`src/rtl/avmm_vram_arbiter.sv`:
```
// avmm_vram_arbiter: VGA-priority arbiter for a single-port VRAM with a tag pipeline that routes read data back to its owner.
module avmm_vram_arbiter #(
  parameter int PWIDTH    = 8,
  parameter int AWIDTH    = 19,
  parameter int LATENCY   = 2,
  parameter int VGA_BURST = 8
) (
  input  logic              clk_core,
  input  logic              rst_core,
  input  logic [AWIDTH-1:0] vga_address,
  input  logic              vga_read,
  output logic              vga_waitrequest,
  output logic [PWIDTH-1:0] vga_readdata,
  output logic              vga_readdatavalid,
  input  logic [AWIDTH-1:0] cpu_address,
  input  logic              cpu_read,
  input  logic              cpu_write,
  input  logic [PWIDTH-1:0] cpu_writedata,
  output logic              cpu_waitrequest,
  output logic [PWIDTH-1:0] cpu_readdata,
  output logic              cpu_readdatavalid,
  output logic [AWIDTH-1:0] ram_addr,
  output logic              ram_rd,
  output logic              ram_wr,
  output logic [PWIDTH-1:0] ram_wdata,
  input  logic [PWIDTH-1:0] ram_rdata
);
  localparam int SW = $clog2(VGA_BURST + 1);
  localparam int NS = LATENCY + 1;
  localparam logic [SW-1:0] BURST = SW'(VGA_BURST);
  logic              cpu_pend, grant_vga, grant_cpu, ram_rd_d, ram_wr_d;
  logic [SW-1:0]     starve_q, starve_d;
  logic [NS-1:0]     tag_valid_q, tag_cpu_q;
  logic [AWIDTH-1:0] ram_addr_q;
  logic [PWIDTH-1:0] ram_wdata_q, vga_rdata_q, cpu_rdata_q;
  logic              ram_rd_q, ram_wr_q, vga_rdv_q, cpu_rdv_q;
  always_comb begin
    cpu_pend  = cpu_read | cpu_write;
    grant_vga = !rst_core && vga_read && !(cpu_pend && starve_q == BURST);
    grant_cpu = !rst_core && cpu_pend && !grant_vga;
    ram_rd_d  = grant_vga | (grant_cpu & ~cpu_write);
    ram_wr_d  = grant_cpu & cpu_write;
    starve_d  = (!cpu_pend || grant_cpu) ? '0 :
                (grant_vga && starve_q != BURST) ? starve_q + SW'(1) : starve_q;
  end
  assign vga_waitrequest   = rst_core | (vga_read & ~grant_vga);
  assign cpu_waitrequest   = rst_core | (cpu_pend & ~grant_cpu);
  assign ram_addr          = ram_addr_q;
  assign ram_rd            = ram_rd_q;
  assign ram_wr            = ram_wr_q;
  assign ram_wdata         = ram_wdata_q;
  assign vga_readdata      = vga_rdata_q;
  assign vga_readdatavalid = vga_rdv_q;
  assign cpu_readdata      = cpu_rdata_q;
  assign cpu_readdatavalid = cpu_rdv_q;
  // Last tag stage lines up with ram_rdata being valid; its owner latches the data.
  always_ff @(posedge clk_core) begin
    if (rst_core) begin
      starve_q    <= '0;
      tag_valid_q <= '0;
      tag_cpu_q   <= '0;
      ram_addr_q  <= '0;
      ram_wdata_q <= '0;
      ram_rd_q    <= 1'b0;
      ram_wr_q    <= 1'b0;
      vga_rdata_q <= '0;
      cpu_rdata_q <= '0;
      vga_rdv_q   <= 1'b0;
      cpu_rdv_q   <= 1'b0;
    end else begin
      starve_q    <= starve_d;
      ram_rd_q    <= ram_rd_d;
      ram_wr_q    <= ram_wr_d;
      if (grant_vga | grant_cpu) ram_addr_q <= grant_vga ? vga_address : cpu_address;
      if (ram_wr_d) ram_wdata_q <= cpu_writedata;
      tag_valid_q <= {tag_valid_q[NS-2:0], ram_rd_d};
      tag_cpu_q   <= {tag_cpu_q[NS-2:0], grant_cpu};
      vga_rdv_q   <= tag_valid_q[NS-1] & ~tag_cpu_q[NS-1];
      cpu_rdv_q   <= tag_valid_q[NS-1] & tag_cpu_q[NS-1];
      if (tag_valid_q[NS-1] && !tag_cpu_q[NS-1]) vga_rdata_q <= ram_rdata;
      if (tag_valid_q[NS-1] && tag_cpu_q[NS-1]) cpu_rdata_q <= ram_rdata;
    end
  end
endmodule

```
`config.mk`:
```
export PLATFORM = sky130hd
export DESIGN_NAME = avmm_vram_arbiter
export DESIGN_NICKNAME = d
export VERILOG_FILES = /design/src/rtl/avmm_vram_arbiter.sv
export SDC_FILE = /design/constraint.sdc
export NUM_CORES = 1
export LEC_CHECK = 0
export ABC_AREA = 1
export ABC_CLOCK_PERIOD_IN_PS = 3100
export CAP_MARGIN = 20
export CORE_ASPECT_RATIO = 1.1
export CORE_MARGIN = 2
export CORE_UTILIZATION = 45
export DETAILED_ROUTE_END_ITERATION = 8
export GPL_ROUTABILITY_DRIVEN = 0
export PLACE_DENSITY = 0.9
export SYNTH_ARGS = -nofsm -noshare
export SYNTH_HDL_FRONTEND = slang
export SYNTH_SLANG_ARGS = --single-unit
export TNS_END_PERCENT = 20
```
`constraint.sdc`:
```
create_clock -name clk_core -period 3.1 [get_ports clk_core]
set_input_delay 0.31 -clock clk_core [delete_from_list [all_inputs] [get_ports clk_core]]
set_output_delay 0.31 -clock clk_core [all_outputs]
set_load 0.01 [all_outputs]
```
==> results.ini <==
[detailed_routing]
vias_per_cell=4.658
wire_per_inst_um=11.16
ant_nets=0
dr.pass1.iters=4
remaining_drc_errors=0
wirelength_mm=5.804
dr_wl_met2_mm=2.910
drtIter0Drc=127
highest_layer=met4
drt-met1-wl_mm=2.296
num_vias=2422
wl_met3_um=534

[cts]
cts_resized=0
clk_path_buf_depth=2
htreeDepth=2
clkTransAtPathRegs_ps=90
clock_sinks=56
postCtsSetupBuffers=0
clkLatencyLatePin_ps=300
cts_tree=built
cts_made_buffers=5
ctsHoldBuffers=0
cts_root_buf=clkbuf_8

[worst_setup_path]
reg2reg_depth=9
crit_slowest_cell=clkdlybuf4s50_1
crit_top_cell=clkdlybuf4s50_1
required_ps=2790
endpoint_kind=output pin
crit_chain=clkdlybuf4s50_1 > inv_4 > nand2_4 > clkinv_2 > nand3_1 > nand2_1 > clkdlybuf4s50_1
r2r-end=ram_addr[0]
r2r_start=starve_q[0]
path_class=primary input to output pin
crit_path_max_fanout=46
rrSetupSlack_ps=1400
crit_arrival_ps=2080
max_stage_delay_ps=530
cp-start-kind=primary input

[yosys]
synth_area_leader_cell=dfxtp_1
synth_xor_area_share_pct=0.7239
yosysMostFrequentCell=nor2_1
synthMuxAreaShare_pct=0
synthTopCellsByCount=98 x nor2_1, 56 x dfxtp_1, 41 x nand2_1, 40 x inv_1, 27 x o21ai_0
synth_flop_cell=dfxtp_1
synth.yosys.seq_area_share_pct=46.33
syn_nets=405
netlist_area_sq_um=2420
synth_adder_area_share_pct=1.034
avgSynthCellArea_sq_um=7.034
synth.distinct_cells=24
synthCells=344
synth_top_family_by_area=simple AND/OR/NAND/NOR gates
yosys.area_share.simple_pct=27.82
synth_compound_area_share_pct=12.31
yosysWarnings=0
ys_ff_latch=56
synth_top_area_share_pct=46.33
async_flop_share_pct=0
synth-edff-count=0
synth_area_leaders=dfxtp_1 46%, nor2_1 15%, nand2_1 6.4%

[grt]
antenna_found_initial=0
overflow=0
grt_pass1_wl_mm=9.425
grt_pass1_vias=2273
grt_max_degree=47
grt_usage_pct=20.22

[min_path]
hold_depth=2
holdCritPathClass=register to register
hold_end=tag_valid_q[2]
hp-start=tag_valid_q[1]

[floorplan]
core_area_sq_um=5290
fp.dieArea_sq_um=5981
io_pins=108
row_count=28
die_x_um=73.92
die_h_um=80.91
start_util_pct=45.74

[placement]
portBuffers=107
hpwl_mm=4.374
post-place-ws_ps=693.5

[sta]
setup_violations=0
fin_skew_ps=3.639
tightest_slew_ps=843.3
period_share_pct=77.18
min_period_ps=2393
tns_ps=0
slew_headroom_pct=43.78
finalHoldViolations=0
layout_setup_ws_ps=707.3
fmax_ghz=0.4179
final-max-slew-violation-count=0
rsz0062_at_grt=no

[finish]
diodes=0
fill_cells=444
final_nets=505
drive_above_1_share_pct=4.494
fin_util_pct=67.90
syn2layout_area_growth_pct=48.45

[power_and_ir_drop]
ir_drop_mv=0.2019
powerDensity_nw_per_um2=416.3
leakagePower_nw=1.582

[status]
status=finished, final reports clean

[flow_run]
maxCapViolations=0

==> logic make-up after synthesis <==
logic type,count (synthesis)
AO/OA/AOI/OAI,58
XOR/XNOR,2
adder cells (fa/ha/maj),2
buffers and inverters,62
flip-flops,56
AND/OR/NAND/NOR,164
==> report_power, final <==
group          internal, W  switching, W
sequential        0.000760     0.0000208
clock             0.000182      0.000226
combinational     0.000172      0.000134
==> layout by cell type (no fill, tap or decap), types with 2 or more instances in the layout <==
| cell type | instances |
|---|---|
| inv_1 | 40 |
| a21oi_1 | 19 |
| buf_4 | 4 |
| nor2_1 | 98 |
| o21ai_1 | 10 |
| clkbuf_8 | 6 |
| o21ai_0 | 27 |
| clkdlybuf4s50_1 | 107 |
| dfxtp_1 | 56 |
| ha_1 | 2 |
| o21ai_2 | 2 |
| nand3_1 | 21 |
| nand2_1 | 41 |
==> cell type report <==
class                   instances  area (sq um)  area share (%)
flip-flops and latches         56          1121           31.21
repair buffers                111          1101           30.65
multi-input cells             226          1013           28.21
inverters                      44         168.9           4.702
well taps                      75         93.84           2.612
clock buffers                   7         86.33           2.403
clock inverters                 1         7.507          0.2090
==> layer usage <==
layer	vias up	track usage [%]
li1	1260	-
met1	1074	21.24
met2	83	36.34
met3	5	7.320
met4	0	7.818
met5	-	0
==> state kept, by name, indices dropped and copies added, names as in the netlist <==
register	count
ram_addr	19
cpu_readdatavalid	1
tag_cpu_q	3
cpu_readdata	8
vga_readdata	8
ram_wdata	8
starve_q	4
vga_readdatavalid	1
ram_wr	1
tag_valid_q	3
==> worst max-delay path by stage <==
stage                start              end
3_3_place_gp      rst_core  cpu_waitrequest
5_1_grt           rst_core  cpu_waitrequest
4_1_cts           rst_core  cpu_waitrequest
3_5_place_dp      rst_core  cpu_waitrequest
2_1_floorplan  starve_q[0]  cpu_waitrequest
6_report          rst_core  cpu_waitrequest
==> metrics by stage <==
stage	hold WS, ps	total power (W)	std cells	area, sq um
6_report	406.6	0.001495	520	3592
4_1_cts	408.4	0.001511	520	3592
5_1_grt	414.8	0.001576	520	3592
3_5_place_dp	395.1	0.001105	512	3498
3_3_place_gp	390.4	0.001097	512	3498
2_1_floorplan	388.3	0.0009360	344	2420
==> worst max-delay path, delay by kind of cell <==
kind	cells	cell delay (ps)
simple gates	3	340
buf+inv	4	1390
No activity file was read; power rests on OpenSTA's default activity.
